`src/rtl/can_bit_timing.sv`:
```
// CAN bit timing: tq prescaler, SYNC/TSEG1/TSEG2 sequencing, hard sync and resync.
// Optional macro CAN_TRIPLE_SAMPLE_EN selects majority-of-three sampling at the end of TSEG1.
module can_bit_timing #(
   parameter int FREQ_I     = 50_000_000,
   parameter int FREQ_O     = 50_000,
   parameter int PROP_SEG   = 3,
   parameter int PHASE_SEG1 = 3,
   parameter int PHASE_SEG2 = 3,
   parameter int SJW        = 1
) (
   input  logic clk_i,
   input  logic rst_i,
   input  logic rx_i,
   input  logic hard_sync_en_i,
   output logic sample_o,
   output logic rx_bit_o,
   output logic tx_point_o
);

   localparam int NTQ = 1 + PROP_SEG + PHASE_SEG1 + PHASE_SEG2;
   localparam int BRP = FREQ_I / (FREQ_O * NTQ);
   localparam int TQW = 8;

   localparam logic [15:0]    BRP_LAST  = 16'(BRP - 1);
   localparam logic [TQW-1:0] TSEG1_NOM = TQW'(PROP_SEG + PHASE_SEG1);
   localparam logic [TQW-1:0] TSEG2_NOM = TQW'(PHASE_SEG2);
   localparam logic [TQW-1:0] SJW_TQ    = TQW'(SJW);

   typedef enum logic [1:0] {
      ST_SYNC  = 2'd0,
      ST_TSEG1 = 2'd1,
      ST_TSEG2 = 2'd2
   } state_t;

   logic [1:0]     sync_q;
   logic           prev_q;
   logic [15:0]    presc_q, presc_d;
   state_t         state_q, state_d;
   logic [TQW-1:0] tq_q, tq_d;
   logic [TQW-1:0] len1_q, len1_d;
   logic [TQW-1:0] len2_q, len2_d;
   logic           done_q, done_d;
   logic           sample_q, sample_d;
   logic           tx_q, tx_d;
   logic           rx_bit_q, rx_bit_d;

   logic           synced, fall_edge, hard_sync, resync_ok;
   logic           pos_resync, neg_resync, restart, sync_evt, tick, sampled_bit;
   logic [TQW-1:0] remain, jump;
   state_t         st_eff;
   logic [TQW-1:0] tq_eff, len1_eff, len2_eff;
   logic [15:0]    presc_eff;

   assign synced     = sync_q[1];
   assign fall_edge  = prev_q & ~synced;
   assign hard_sync  = fall_edge & hard_sync_en_i & ~done_q;
   assign resync_ok  = fall_edge & ~hard_sync_en_i & ~done_q;
   assign remain     = len2_q - tq_q;
   assign jump       = ((tq_q + TQW'(1)) < SJW_TQ) ? (tq_q + TQW'(1)) : SJW_TQ;
   assign pos_resync = resync_ok & (state_q == ST_TSEG1);
   assign neg_resync = resync_ok & (state_q == ST_TSEG2) & (remain > SJW_TQ);
   assign restart    = hard_sync | (resync_ok & (state_q == ST_TSEG2) & (remain <= SJW_TQ));
   assign sync_evt   = restart | pos_resync | neg_resync;

`ifdef CAN_TRIPLE_SAMPLE_EN
   logic [1:0] hist_q, hist_d;

   assign sampled_bit = (hist_q[1] & hist_q[0]) | (hist_q[1] & synced) | (hist_q[0] & synced);

   always_comb begin
      hist_d = hist_q;
      if (tick && (st_eff == ST_TSEG1)) begin
         hist_d = {hist_q[0], synced};
      end
   end
`else
   assign sampled_bit = synced;
`endif

   // A restart makes the detecting cycle the first prescaler count of TSEG1 tq 0.
   always_comb begin
      st_eff    = state_q;
      tq_eff    = tq_q;
      presc_eff = presc_q;
      len1_eff  = len1_q;
      len2_eff  = len2_q;
      if (restart) begin
         st_eff    = ST_TSEG1;
         tq_eff    = '0;
         presc_eff = '0;
         len1_eff  = TSEG1_NOM;
         len2_eff  = TSEG2_NOM;
      end else if (pos_resync) begin
         len1_eff = len1_q + jump;
      end else if (neg_resync) begin
         len2_eff = len2_q - SJW_TQ;
      end
   end

   assign tick = (presc_eff == BRP_LAST);

   always_comb begin
      presc_d  = tick ? 16'd0 : presc_eff + 16'd1;
      state_d  = st_eff;
      tq_d     = tq_eff;
      len1_d   = len1_eff;
      len2_d   = len2_eff;
      sample_d = 1'b0;
      tx_d     = restart;
      rx_bit_d = rx_bit_q;
      done_d   = done_q | sync_evt;
      if (tick) begin
         case (st_eff)
            ST_SYNC: begin
               state_d = ST_TSEG1;
               tq_d    = '0;
            end
            ST_TSEG1: begin
               if (tq_eff == len1_eff - TQW'(1)) begin
                  state_d  = ST_TSEG2;
                  tq_d     = '0;
                  sample_d = 1'b1;
                  rx_bit_d = sampled_bit;
                  done_d   = sync_evt;
               end else begin
                  tq_d = tq_eff + TQW'(1);
               end
            end
            ST_TSEG2: begin
               if (tq_eff == len2_eff - TQW'(1)) begin
                  state_d = ST_SYNC;
                  tq_d    = '0;
                  tx_d    = 1'b1;
                  len1_d  = TSEG1_NOM;
                  len2_d  = TSEG2_NOM;
               end else begin
                  tq_d = tq_eff + TQW'(1);
               end
            end
            default: begin
               state_d = ST_SYNC;
               tq_d    = '0;
            end
         endcase
      end
   end

   always_ff @(posedge clk_i) begin
      if (rst_i) begin
         sync_q   <= 2'b11;
         prev_q   <= 1'b1;
         presc_q  <= '0;
         state_q  <= ST_SYNC;
         tq_q     <= '0;
         len1_q   <= TSEG1_NOM;
         len2_q   <= TSEG2_NOM;
         done_q   <= 1'b0;
         sample_q <= 1'b0;
         tx_q     <= 1'b0;
         rx_bit_q <= 1'b1;
`ifdef CAN_TRIPLE_SAMPLE_EN
         hist_q   <= 2'b11;
`endif
      end else begin
         sync_q   <= {sync_q[0], rx_i};
         prev_q   <= sync_q[1];
         presc_q  <= presc_d;
         state_q  <= state_d;
         tq_q     <= tq_d;
         len1_q   <= len1_d;
         len2_q   <= len2_d;
         done_q   <= done_d;
         sample_q <= sample_d;
         tx_q     <= tx_d;
         rx_bit_q <= rx_bit_d;
`ifdef CAN_TRIPLE_SAMPLE_EN
         hist_q   <= hist_d;
`endif
      end
   end

   assign sample_o   = sample_q;
   assign tx_point_o = tx_q;
   assign rx_bit_o   = rx_bit_q;

endmodule

```
`config.mk`:
```
export PLATFORM = sky130hd
export DESIGN_NAME = can_bit_timing
export DESIGN_NICKNAME = d
export VERILOG_FILES = /design/src/rtl/can_bit_timing.sv
export SDC_FILE = /design/constraint.sdc
export NUM_CORES = 1
export LEC_CHECK = 0
export BUFFER_PORTS_ARGS = -buffer_cell sky130_fd_sc_hd__buf_2
export CORE_UTILIZATION = 65
export DETAILED_ROUTE_END_ITERATION = 6
export PLACE_DENSITY = 0.83
export REMOVE_ABC_BUFFERS = 1
export SYNTH_ARGS = -nofsm -noshare
export SYNTH_HDL_FRONTEND = slang
export SYNTH_SLANG_ARGS = --single-unit
```
`constraint.sdc`:
```
create_clock -name clk_i -period 7.5 [get_ports clk_i]
set_input_delay 0.375 -clock clk_i [delete_from_list [all_inputs] [get_ports clk_i]]
set_output_delay 0.375 -clock clk_i [all_outputs]
set_load 0.03 [all_outputs]
```
### Word level (Yosys, flattened, before mapping)

Cells that the tools add are included.

| storage, ports and cells | value |
|---|---|
| register bits after elaboration | 49 |
| input port bits | 4 |
| output and inout bits | 3 |
| logic and storage cells | 81 |

| operators by class | value |
|---|---|
| add/sub/neg operators | 8 |
| order comparisons | 3 |
| eq/ne operators | 7 |
| mux-type cells | 30 |
| bitwise gates (word level) | 18 |
| reduce and logical (&&, ||, !) cells | 4 |

Operators by type and width:

| kind | number |
|---|---|
| 2-to-1 mux 8 bit | 16 |
| subtractor 8 x 1 -> 8 bit (second input constant) | 3 |
| adder 16 x 1 -> 16 bit (second input constant) | 1 |
| adder 8 x 1 -> 8 bit (second input constant) | 2 |
| equality test 16 x 7 -> 1 bit (second input constant) | 1 |
| equality test 8 bit | 2 |
| 2-to-1 mux 16 bit | 1 |
| case mux 8 bit (2 select lines) | 1 |
| AND 1 bit | 9 |
| adder 8 bit | 1 |
| greater-than comparator 8 x 1 -> 1 bit (second input constant) | 1 |
| <= comparator 8 x 1 -> 1 bit (second input constant) | 1 |
| less-than comparator 8 x 1 -> 1 bit (second input constant) | 1 |
| 2-to-1 mux 2 bit | 4 |
| subtractor 8 bit | 1 |
| 2-to-1 mux 1 bit | 7 |
| case mux 2 bit (3 select lines) | 1 |
| inverter 1 bit | 5 |
| equality test 2 x 1 -> 1 bit (second input constant) | 2 |
| equality test 2 bit (second input constant) | 2 |
| OR 1 bit | 4 |
| AND reduction 3 bit | 1 |
| OR reduction 3 bit | 1 |
| zero test 2 bit | 1 |
| OR reduction 2 bit | 1 |

### Longest topological paths before layout

Gate-level depths: netlist (run 1).

| depth | value |
|---|---|
| word-level depth | 14 |
| depth in mapped cells | 27 |
| gate-level depth less buffers | 22 |

### Worst setup path after synthesis (run 1)

No wires, ideal clock.

| timing | value |
|---|---|
| kind | register to register |
| from | register len2_q[0] |
| to | register len1_q[7] |
| library setup time | 0.119 ns |
| arrival | 4.848 ns |
| data required time | 7.381 ns |
| path slack | 2.533 ns |
| stages on the path, launching flop included | 27 |
| path buffers | 5 |
| period minus slack after synthesis | 4.967 ns |
| cells stage by stage | dfxtp_1 clkbuf_1 inv_1 ha_1 inv_1 fa_1 xor2_1 a211o_1 nor4_4 o211a_4 buf_6 a22o_1 buf_2 clkbuf_1 a211oi_1 ha_1 xor2_1 nor3b_1 a21oi_1 a211oi_1 a32o_1 nand4_1 nand2b_1 nor3b_2 a211o_2 buf_6 nor2_4 |

| on the way | value |
|---|---|
| longest elaborated chain between the ends | 11 |
| elaborated cells on any way between the ends | 21 |
| classes of those cells | 3 x add/sub; 2 x order compare; 3 x eq/ne; 10 x mux; 3 x bitwise |

RTL lines:

| what | RTL line | RTL |
|---|---|---|
| start: declaration | 41 | `logic [TQW-1:0] len2_q, len2_d;` |
| start signal: assignment | 171 | `len2_q <= len2_d;` |
| subtractor 8 bit | 58 | `assign remain = len2_q - tq_q;` |
| greater-than comparator 8 x 1 -> 1 bit | 61 | `assign neg_resync = resync_ok & (state_q == ST_TSEG2) & (remain > SJW_TQ);` |
| AND 1 bit | 61 |  |
| 2-to-1 mux 8 bit | 95 | `end else if (neg_resync) begin` |
| 2-to-1 mux 8 bit | 93 | `end else if (pos_resync) begin` |
| 2-to-1 mux 8 bit | 87 | `if (restart) begin` |
| subtractor 8 x 1 -> 8 bit | 130 | `if (tq_eff == len2_eff - TQW'(1)) begin` |
| equality test 8 bit | 130 |  |
| 2-to-1 mux 8 bit | 130 |  |
| 2-to-1 mux 8 bit | 113 | `case (st_eff)` |
| 2-to-1 mux 8 bit * | 112 | `if (tick) begin` |
| end signal: assignment | 170 | `len1_q <= len1_d;` |
| end: declaration | 40 | `logic [TQW-1:0] len1_q, len1_d;` |

Every way passes the cells marked *; elsewhere a longest branch is shown, timed or not.
A chain may end at the register's enable or synchronous reset.

### Worst setup path in the final report (run 1)

| timing | value |
|---|---|
| from | register tq_q[0] |
| to | register len1_q[2] |

| on the way | value |
|---|---|
| longest elaborated chain between the ends | 11 |
| elaborated cells on any way between the ends | 25 |
| classes of those cells | 4 x add/sub; 3 x order compare; 3 x eq/ne; 12 x mux; 3 x bitwise |

RTL lines:

| what | RTL line | RTL |
|---|---|---|
| start: declaration | 39 | `logic [TQW-1:0] tq_q, tq_d;` |
| start signal: assignment | 169 | `tq_q <= tq_d;` |
| subtractor 8 bit | 58 |  |
| greater-than comparator 8 x 1 -> 1 bit | 61 |  |
| AND 1 bit | 61 |  |
| 2-to-1 mux 8 bit | 95 |  |
| 2-to-1 mux 8 bit | 93 |  |
| 2-to-1 mux 8 bit | 87 |  |
| subtractor 8 x 1 -> 8 bit | 130 |  |
| equality test 8 bit | 130 |  |
| 2-to-1 mux 8 bit | 130 |  |
| 2-to-1 mux 8 bit | 113 |  |
| 2-to-1 mux 8 bit * | 112 |  |

Marked as above.

==> results of run 1 <==
==> worst max-delay path: stages (launching register included) <==
cell and delay, ns:
dfxtp_1 0.59, ha_1 0.24, inv_1 0.06, fa_1 0.40, xor2_1 0.16, a211o_1 0.31
nor4_4 0.33, o211a_4 0.41, a22o_1 0.71, a211oi_1 0.10, ha_1 0.35, xor2_1 0.18
nor3b_1 0.22, a21oi_1 0.11, a211oi_1 0.25, a32o_1 0.17, nand4_1 0.12, nand2b_1 0.20
nor3b_2 0.25, a211o_2 0.46, nand2b_1 0.17
==> where the power goes <==
group	leakage [nW]	switching, mW	internal (mW)
logic	1.34	0.0254	0.0129
clock network	0.0585	0.0883	0.0999
registers	0.396	0.00227	0.263
total	1.79	0.116	0.376
==> flip-flops by register name, indices dropped and copies added (netlist names) <==
signal / count
tx_point_o: 1
sample_o: 1
presc_q: 16
state_q: 2
sync_q: 2
rx_bit_o: 1
done_q: 1
len1_q: 8
prev_q: 1
len2_q: 8
tq_q: 8
==> logic make-up (layout without fill, tap and decap cells) <==
family                     count (synthesis)  count (layout)  synth area share, %
xor gates and xnor gates                  43              43                 9.50
adders and majority gates                 27              27                 8.02
buffers and inverters                     52              43                 4.95
other                                      1               5               0.0853
AOI/OAI and AO/OA                        124             124                 21.1
muxes                                      6               6                 1.37
and+or+nand+nor                          248             248                 32.7
DFF                                       49              49                 22.3
==> path summary, 6_finish.rpt <==
kind	start	to	slack (ns)
max	tq_q[0]	len1_q[2]	1.63
min	rx_i	sync_q[0]	0.25
max reg2reg	tq_q[0]	len1_q[2]	1.63
min reg2reg	sync_q[0]	sync_q[1]	0.45
==> layout make-up <==
type	instances	area (um^2)	share of cell area (%)
clock buffers	5	68.8	1.51
clock inverters	3	43.8	0.962
inverters	27	101	2.23
multi-input cells	453	3210	70.6
flip-flops and latches	49	981	21.6
well taps	77	96.3	2.12
repair buffers	8	45.0	0.990
==> Yosys cell counts, drive strengths merged, types with 3 or more instances <==
cell type / number / area [um^2]
xnor2: 22 / 193
nor2: 64 / 280
a22oi: 3 / 27.5
nor3: 19 / 95.1
or3: 10 / 62.6
nand3: 24 / 120
nand4: 8 / 50.1
nand2: 35 / 131
xnor3: 3 / 67.6
and3: 9 / 56.3
o21a: 6 / 45.0
a21oi: 24 / 124
inv: 27 / 101
nor2b: 5 / 31.3
o21ai: 25 / 125
o31a: 4 / 35.0
o31ai: 5 / 51.3
a211o: 7 / 62.6
buf: 8 / 52.6
or2: 7 / 43.8
nor4: 17 / 181
a2111oi: 3 / 45.1
nand3b: 4 / 30.0
xor2: 18 / 158
ha: 25 / 313
nor4b: 5 / 58.8
nor3b: 7 / 62.6
o211a: 4 / 47.6
a211oi: 5 / 37.5
o211ai: 8 / 60.1
mux2i: 6 / 60.1
and4: 3 / 28.8
dfxtp: 49 / 981
a31oi: 4 / 25.0
o32ai: 5 / 43.8
nand2b: 12 / 75.1
and2: 14 / 87.6
clkbuf: 17 / 63.8
==> layer usage <==
layer	up-vias	track usage, %
li1	1990	-
met1	1905	41.2
met2	136	55.5
met3	18	3.74
met4	0	8.15
met5	-	0
==> through the flow <==
step	hold WS [ns]	setup WS [ns]	util, %
3_3_place_gp	0.400	2.00	69.1
3_5_place_dp	0.425	1.79	69.1
2_1_floorplan	0.389	2.68	-
6_report	0.253	1.63	70.9
5_1_grt	0.252	1.18	70.9
4_1_cts	0.248	1.73	70.9
==> summary.md, run 1 <==
| Metric | Value |
|---|---|
| Status | `complete, no violations` |
| Maximum fanout along the worst path | `22` |
| Power after layout | `about 490 uW` |
| Row count | `29` |
| Most frequent cells in the layout | `nor2_1, dfxtp_1, nand2_1` |
| Die width | `84.3 um` |
| Routed length on met2 | `5.15 mm` |
| Synth Warn # | `0` |
| CTS Root Cell | `clkbuf_8` |
| Max Slew Vio Count | `0` |
| Setup Buffers After CTS | `0` |
| Worst EP required | `between 7 and 8 ns` |
| Clk slew on worst S/H paths | `about 0.1 ns` |
| Routability cong. | `0.991` |
| ANT cells | `0` |
| Final TNS setup | `0 ns` |
| Non-Filler Instances | `between 600 and 700` |
| Max Used Layer | `met4` |
| Clk_skew | `0.0151 ns` |
| Largest net degree at the start of global routing | `24` |
| Max-Slew Margin vs Limit | `27.8%` |
| Yosys cell types | `just under 80` |
| Min-Delay Path Depth | `2` |
| Max Fclk | `0.170 GHz` |
| Hpwl dp | `8.09 mm` |
| Fillers | `532` |
| Power per cell area | `108 mW/mm^2` |
| Hold/Removal Path Class | `in2reg` |
| Starting DRT DRC Count | `323` |
| Crit Path Class | `reg2reg` |
| Placed Cells | `614` |
| Mapped Area | `0.00440 mm^2` |
| Area grow syn2layout | `3.47%` |
| Clk Latency, worst-skew pair | `0.31 ns` |
| CTS Buffer Depth | `2` |
| Mapped Cells | `550` |
| Global-route wire length before repair | `18.2 mm` |
| Crit. End Element | `flop` |
| Max Cap Viol | `0` |
| Post_cts resized | `0` |
| First-pass iteration count of the detailed router | `5` |
| Register bit total from synthesis | `49` |
| CTS Sinks | `between 40 and 50` |
| CP arrival | `around 6.1 ns` |
| Final hold viol count | `0` |
| Grt total ovfl | `0` |
| Setup crit start kind | `flop` |
| Vias in the first global route | `3797` |
| Post-Route WL | `10.6 mm` |
| Initial antenna violation count | `0` |
| Post-synth ARST share | `0%` |
| Die Y | `84.3 um` |
| Core region area | `between 0.006 and 0.007 mm^2` |
| Nets@finish | `575` |
| Share of cells above drive strength 1 | `8.81%` |
| Static Leak | `1.79 nW` |
| WL per Instance | `roughly 17 um` |
| Tot GR Track Use | `31.6%` |
| Vias/cell | `6.51` |
| Setup-failing EPs final | `0` |
| Reg2reg path depth | `20` |
| DRC | `0` |
| Design Area, Final | `~0.0046 mm^2` |
| VDD IR max | `99.0 uV` |
| Cts bufs inserted | `5` |
| Ys flop type | `dfxtp_1` |
| Initial Util | `68.5%` |
| EDFF count, synth | `0` |
| Avg Inst Size Synth | `8.00 um^2` |
| I/O pin count | `7` |
| Placed Area | `0.00444 mm^2` |
| DIE AREA | `0.00710 mm^2` |
| DR vias | `4049` |
| Wire length on met1 | `approximately 4.7 mm` |
| Antenna Violating Nets Remaining | `0` |
| TritonCTS clock tree | `built` |
| Slew @ Worst Pin | `1.06 ns` |
| Most common cell after layout, fill and taps aside | `nor2_1` |
| Port-buffer cells | `6` |
| CTS H-tree depth | `2` |
| Sequential area share after synthesis | `22.3%` |
| RSZ-0062 raised after global routing | `false` |
| Final min period | `5.87 ns` |
| Final period util | `78.3%` |
| Hold_buf cts | `0` |
| Metal3 WL | `587 um` |
No activity file was read; power rests on OpenSTA's default activity.
==> run 2: changes to the inputs <==
CORE_UTILIZATION = 64   (was 65)
PLACE_DENSITY = 0.82   (was 0.83)
clock period = 5.44 ns   (was 7.5 ns; I/O delays follow)
==> run 2 against run 1 <==
  * Cell count up 1.3%
  * Worst hold slack lost 0.12 ns
  * Sequential share of layout area fell by 0.25 points
  * Non-clock buffer count grew 8
  * Routed wire length grew 3.6%
  * Worst setup slack got worse by 1.4 ns
  * Combinational power increased by 45%
  * Die area rose by 1.5%
  * Register-to-register slack worse by 1.4 ns
  * Sequential power up 38%
  * Critical path depth stayed put
  * Via count is 0.96% higher
  * Largest cell class unchanged
  * Largest power group unchanged
  * Highest routed layer unchanged
==> summary.md, run 2 (synthesized netlist as in run 1, its figures left out) <==
| Metric | Value |
|---|---|
| Worst EP required | `5.65 ns (was 7.75 ns)` |
| Most common cell after layout, fill and taps aside | `nor2_1 (unchanged)` |
| Max Cap Viol | `0 (unchanged)` |
| Antenna Violating Nets Remaining | `0 (unchanged)` |
| Largest net degree at the start of global routing | `24 (unchanged)` |
| Clk_skew | `0.00578 ns (was 0.0151 ns)` |
| GR Util met2 | `50.8% (was 55.5%)` |
| Final min period | `5.20 ns (was 5.87 ns)` |
| TritonCTS clock tree | `built (unchanged)` |
| Placed Area | `0.00450 mm^2 (was 0.00444 mm^2)` |
| Area grow syn2layout | `4.67% (was 3.47%)` |
| Final period util | `95.6% (was 78.3%)` |
| Starting DRT DRC Count | `351 (was 323)` |
| Vias in the first global route | `3761 (was 3797)` |
| Global-route wire length before repair | `18.0 mm (was 18.2 mm)` |
| Routability cong. | `0.920 (was 0.991)` |
| Busiest grt layer | `met2 (unchanged)` |
| R2R setup slack | `0.24 ns (was 1.63 ns)` |
| Clk slew on worst S/H paths | `0.11 ns (was 0.10 ns)` |
| Share of cells above drive strength 1 | `10.1% (was 8.81%)` |
| Initial antenna violation count | `0 (unchanged)` |
| Status | `complete, no violations (unchanged)` |
| Port-buffer cells | `6 (unchanged)` |
| Worst slack at placement | `0.236 ns (was 1.79 ns)` |
| Setup-failing EPs final | `0 (unchanged)` |
| Core region area | `0.00649 mm^2 (was 0.00642 mm^2)` |
| Initial Util | `67.7% (was 68.5%)` |
| Final hold viol count | `0 (unchanged)` |
| RSZ-0062 raised after global routing | `true (was false)` |
| VDD IR max | `177 uV (was 99.0 uV)` |
| Die width | `84.9 um (was 84.3 um)` |
| Hold/Removal Path Class | `in2reg (unchanged)` |
| Max-Slew Margin vs Limit | `48.7% (was 27.8%)` |
| CP arrival | `5.41 ns (was 6.12 ns)` |
| Largest reg by FF count | `presc_q (unchanged)` |
| ANT cells | `0 (unchanged)` |
| Max FFs per register | `16 (unchanged)` |
| Nets@finish | `583 (was 575)` |
| CTS H-tree depth | `2 (unchanged)` |
| DR vias | `4088 (was 4049)` |
| Cts bufs inserted | `5 (unchanged)` |
| Static Leak | `1.83 nW (was 1.79 nW)` |
| DIE AREA | `0.00721 mm^2 (was 0.00710 mm^2)` |
| Setup Buffers After CTS | `0 (unchanged)` |
| Die Y | `84.9 um (was 84.3 um)` |
| WL per Instance | `17.5 um (was 17.1 um)` |
| Hold_buf cts | `0 (unchanged)` |
| CTS Root Cell | `clkbuf_8 (unchanged)` |
| Max Slew Vio Count | `0 (unchanged)` |
| Post-Route WL | `11.0 mm (was 10.6 mm)` |
| CTS Sinks | `49 (unchanged)` |
| Slew @ Worst Pin | `0.767 ns (was 1.06 ns)` |
| Met1 global-route usage | `42.2% (was 41.2%)` |
| Row count | `29 (unchanged)` |
| Post_cts resized | `0 (unchanged)` |
| I/O pin count | `7 (unchanged)` |
| CTS Buffer Depth | `2 (unchanged)` |
| Setup ws final | `0.240 ns (was 1.63 ns)` |
| Grt total ovfl | `0 (unchanged)` |
| Setup crit start kind | `flop (unchanged)` |
| Tot GR Track Use | `31.3% (was 31.6%)` |
| Clk Latency, worst-skew pair | `0.32 ns (was 0.31 ns)` |
| Design Area, Final | `0.00460 mm^2 (was 0.00455 mm^2)` |
| Crit Path Class | `reg2reg (unchanged)` |
| Met3 usage | `6.61% (was 3.74%)` |
| Max Fclk | `0.192 GHz (was 0.170 GHz)` |
| Maximum fanout along the worst path | `22 (unchanged)` |
| Hpwl dp | `8.30 mm (was 8.09 mm)` |
| Vias/cell | `6.49 (was 6.51)` |
| Crit. End Element | `flop (unchanged)` |
| First-pass iteration count of the detailed router | `5 (unchanged)` |
| DRC | `0 (unchanged)` |
| Most frequent cells in the layout | `nor2_1, dfxtp_1, nand2_1 (unchanged)` |
| Power per cell area | `145 mW/mm^2 (was 108 mW/mm^2)` |
run 2: cell types whose count changed in the layout (fill, tap and decap cells not counted):
cell,delta
a211o_2,-1
buf_4,+8
clkinv_2,-1
inv_6,+1
bufinv_16,-1
inv_8,+1
a211o_4,+1
run 2: layer usage:
| layer | vias to the layer above | share of wire, % |
|---|---|---|
| met2 | 153 | 46 |
| met3 | 21 | 6.8 |
| met4 | 0 | 1.9 |
| met5 | - | 0 |
| met1 | 1905 | 46 |
| li1 | 2009 | - |
run 2: path summary, 6_finish.rpt:
check | endpoint | depth (start not counted) | start
min reg2reg | sync_q[1] | 1 | sync_q[0]
max reg2reg | len1_q[5] | 20 | tq_q[0]
max | len1_q[5] | 20 | tq_q[0]
min | sync_q[0] | 2 | rx_i
run 2: where the power goes:
group	leakage, nW	switching, mW	internal (mW)	total [mW]
clock network	0.0511	0.149	0.0975	0.247
logic	1.38	0.0359	0.0194	0.0554
registers	0.396	0.00278	0.362	0.365
run 2: per-stage QoR:
| stage | util, % | std cells | power (mW) | hold slack, ns | TNS [ns] |
|---|---|---|---|---|---|
| 6_report | 70.9 | 630 | 0.667 | 0.129 | 0 |
| 5_1_grt | 70.9 | 630 | 0.687 | 0.126 | -0.0139 |
| 4_1_cts | 70.8 | 630 | 0.665 | 0.135 | 0 |
| 3_5_place_dp | 69.3 | 622 | 0.427 | 0.423 | 0 |
| 3_3_place_gp | 69.3 | 622 | 0.426 | 0.397 | 0 |
| 2_1_floorplan | - | 529 | 0.410 | 0.341 | 0 |
run 2: area by class of cell:
cell class / instances / area (um^2)
timing repair buffer: 16 / 105
inverter: 27 / 101
tap: 77 / 96.3
multi-input combinational: 453 / 3220
clock inverter: 3 / 28.8
sequential: 49 / 981
fill: 535 / 1890
clock buffer: 5 / 68.8
run 2: critical path, stage by stage (launching register included):
cell and delay (ns):
dfxtp_1 0.53, ha_1 0.23, inv_1 0.05, fa_1 0.40, xor2_1 0.17, a211o_1 0.31
nor4_4 0.32, o211a_4 0.42, a22o_1 0.29, a211oi_1 0.08, ha_1 0.34, xor2_1 0.17
nor3b_1 0.21, a21oi_1 0.10, a211oi_1 0.26, a32o_1 0.17, nand4_1 0.10, nand2b_1 0.19
nor3b_2 0.28, a211o_4 0.37, nor2_1 0.09
==> run 3: changes to the inputs <==
CORE_UTILIZATION = 65   (was 64)
CTS_BUF_LIST = sky130_fd_sc_hd__clkbuf_4 sky130_fd_sc_hd__clkbuf_8   (was default)
GPL_ROUTABILITY_DRIVEN = 0   (was default)
PLACE_DENSITY = 0.83   (was 0.82)
==> run 3 against run 2 <==
  * Critical path depth unchanged
  * Global-route usage rose by 0.94 points
  * Worst hold slack improved by 0.016 ns
  * Die area down 1.5%
  * Critical path type unchanged
==> summary.md, run 3 (synthesized netlist as in run 1, its figures left out) <==
| Metric | Value |
|---|---|
| Status | `complete, no violations (unchanged)` |
| I/O pin count | `7 (unchanged)` |
| Hold Crit Start | `rx_i (unchanged)` |
| Most frequent cells in the layout | `nor2_1, dfxtp_1, nand2_1 (unchanged)` |
| Grt total ovfl | `0 (unchanged)` |
| Crit Path Class | `reg2reg (unchanged)` |
| Row count | `29 (unchanged)` |
| Cts bufs inserted | `5 (unchanged)` |
| Worst EP required | `5.64 ns (was 5.65 ns)` |
| Final period util | `94.5% (was 95.6%)` |
| DRC | `0 (unchanged)` |
| Met1 global-route usage | `40.2% (was 42.2%)` |
| DIE AREA | `0.00710 mm^2 (was 0.00721 mm^2)` |
| TritonCTS clock tree | `built (unchanged)` |
| CTS H-tree depth | `2 (unchanged)` |
| Clk_skew | `0.0152 ns (was 0.00578 ns)` |
| Final TNS setup | `0 ns (unchanged)` |
| Tot GR Track Use | `32.2% (was 31.3%)` |
| Met3 usage | `5.31% (was 6.61%)` |
| Initial Util | `68.5% (was 67.7%)` |
| CTS Root Cell | `clkbuf_8 (unchanged)` |
| Most common cell after layout, fill and taps aside | `nor2_1 (unchanged)` |
| Final min period | `5.14 ns (was 5.20 ns)` |
| Busiest grt layer | `met2 (unchanged)` |
| VDD IR max | `161 uV (was 177 uV)` |
| Max FFs per register | `16 (unchanged)` |
| Reg-to-Reg Start | `tq_q[1] (was tq_q[0])` |
| Port-buffer cells | `6 (unchanged)` |
| Static Leak | `1.89 nW (was 1.83 nW)` |
| Max Fclk | `0.195 GHz (was 0.192 GHz)` |
| Global-route wire length before repair | `18.4 mm (was 18.0 mm)` |
| Hold_buf cts | `0 (unchanged)` |
| CTS Sinks | `49 (unchanged)` |
| Starting DRT DRC Count | `392 (was 351)` |
| Core region area | `0.00642 mm^2 (was 0.00649 mm^2)` |
| Die width | `84.3 um (was 84.9 um)` |
| Fillers | `498 (was 535)` |
| CP arrival | `5.34 ns (was 5.41 ns)` |
| Max Cap Viol | `0 (unchanged)` |
| Vias/cell | `6.63 (was 6.49)` |
| Die Y | `84.3 um (was 84.9 um)` |
| CTS Buffer Depth | `2 (unchanged)` |
| Crit. End Element | `flop (unchanged)` |
| Final hold viol count | `0 (unchanged)` |
| Setup crit start kind | `flop (unchanged)` |
| WL per Instance | `17.8 um (was 17.5 um)` |
| Hpwl dp | `8.34 mm (was 8.30 mm)` |
| Initial antenna violation count | `0 (unchanged)` |
| ANT cells | `0 (unchanged)` |
| Setup-failing EPs final | `0 (unchanged)` |
| Max Slew Vio Count | `0 (unchanged)` |
| Antenna Violating Nets Remaining | `0 (unchanged)` |
| Reg2reg path depth | `20 (unchanged)` |
| Power after layout | `746 uW (was 667 uW)` |
| Maximum fanout along the worst path | `11 (was 22)` |
| Vias in the first global route | `3977 (was 3761)` |
| First-pass iteration count of the detailed router | `5 (unchanged)` |
| GR Util met2 | `55.2% (was 50.8%)` |
| Reg2reg end | `len2_q[4] (was len1_q[5])` |
| Hold path endpoint | `sync_q[0] (unchanged)` |
| Nets@finish | `592 (was 583)` |
| R2R setup slack | `0.30 ns (was 0.24 ns)` |
| Largest net degree at the start of global routing | `24 (unchanged)` |
| Design Area, Final | `0.00473 mm^2 (was 0.00460 mm^2)` |
| Post-Route WL | `11.4 mm (was 11.0 mm)` |
| Min-Delay Path Depth | `2 (unchanged)` |
| Share of cells above drive strength 1 | `12.3% (was 10.1%)` |
| Area grow syn2layout | `7.65% (was 4.67%)` |
| Clk slew on worst S/H paths | `0.09 ns (was 0.11 ns)` |
| Power per cell area | `158 mW/mm^2 (was 145 mW/mm^2)` |
| CP Launch Point | `tq_q[1] (was tq_q[0])` |
| Setup ws final | `0.299 ns (was 0.240 ns)` |
| Clk Latency, worst-skew pair | `0.32 ns (about the same)` |
| Core Util, Final | `73.7% (was 70.9%)` |
| DR vias | `4238 (was 4088)` |
| Hold/Removal Path Class | `in2reg (unchanged)` |
| Placed Area | `0.00451 mm^2 (was 0.00450 mm^2)` |
| Slew @ Worst Pin | `0.627 ns (was 0.767 ns)` |
| Largest reg by FF count | `presc_q (unchanged)` |
| Worst slack at placement | `0.299 ns (was 0.236 ns)` |
| Max-Slew Margin vs Limit | `57.8% (was 48.7%)` |
==> run 3: layout make-up <==
class	count	area, um^2	area share [%]
clock buffers	5	68.8	1.45
inverters	27	101	2.14
well taps	77	96.3	2.03
multi-input cells	454	3240	68.4
flip-flops and latches	49	985	20.8
repair buffers	24	178	3.75
clock inverters	3	68.8	1.45
==> run 3: power breakdown <==
group          internal (mW)  switching [mW]  total, mW
Clock                  0.185           0.135      0.321
Sequential             0.362         0.00292      0.365
Combinational         0.0236          0.0364     0.0600
==> run 3: routing by layer <==
metal | routed length [um] | vias to the layer above
met1 | 4750 | 1984
met4 | 402 | 0
met2 | 5410 | 185
met5 | 0 | -
li1 | - | 2025
met3 | 830 | 44
==> run 3: critical path, stage by stage, from the launching register on <==
cell,delay (ns)
dfxtp_1,0.46
inv_1,0.17
fa_1,0.49
xor2_1,0.16
a211o_1,0.30
nor4_4,0.36
o211a_4,0.36
nor3_1,0.11
a211oi_1,0.28
ha_1,0.31
xor2_1,0.20
nor3b_1,0.22
a21oi_1,0.10
a211oi_1,0.28
a32o_1,0.18
nand4_1,0.10
nand2b_1,0.21
nor3b_2,0.29
a211o_4,0.25
buf_12,0.15
nor2_2,0.03
==> run 3: metrics by stage <==
| step | instances | hold WS, ns |
|---|---|---|
| 5_1_grt | 639 | 0.143 |
| 6_report | 639 | 0.145 |
| 3_3_place_gp | 624 | 0.405 |
| 4_1_cts | 632 | 0.146 |
| 3_5_place_dp | 624 | 0.408 |
| 2_1_floorplan | 529 | 0.341 |
==> run 3: timing repair <==
item | CTS | global route
buffers inserted | 0 | 6
resized for setup | 0 | 5
endpoints found under the setup margin | 0 | 22
==> run 3: worst max-delay path by stage <==
stage / endpoint / cells after the start
final: len2_q[4] / 20
after CTS: len1_q[2] / 19
after global routing: tq_q[3] / 20
after floorplan: len2_q[0] / 22
after detailed placement: len1_q[5] / 20
after global placement: len2_q[0] / 19
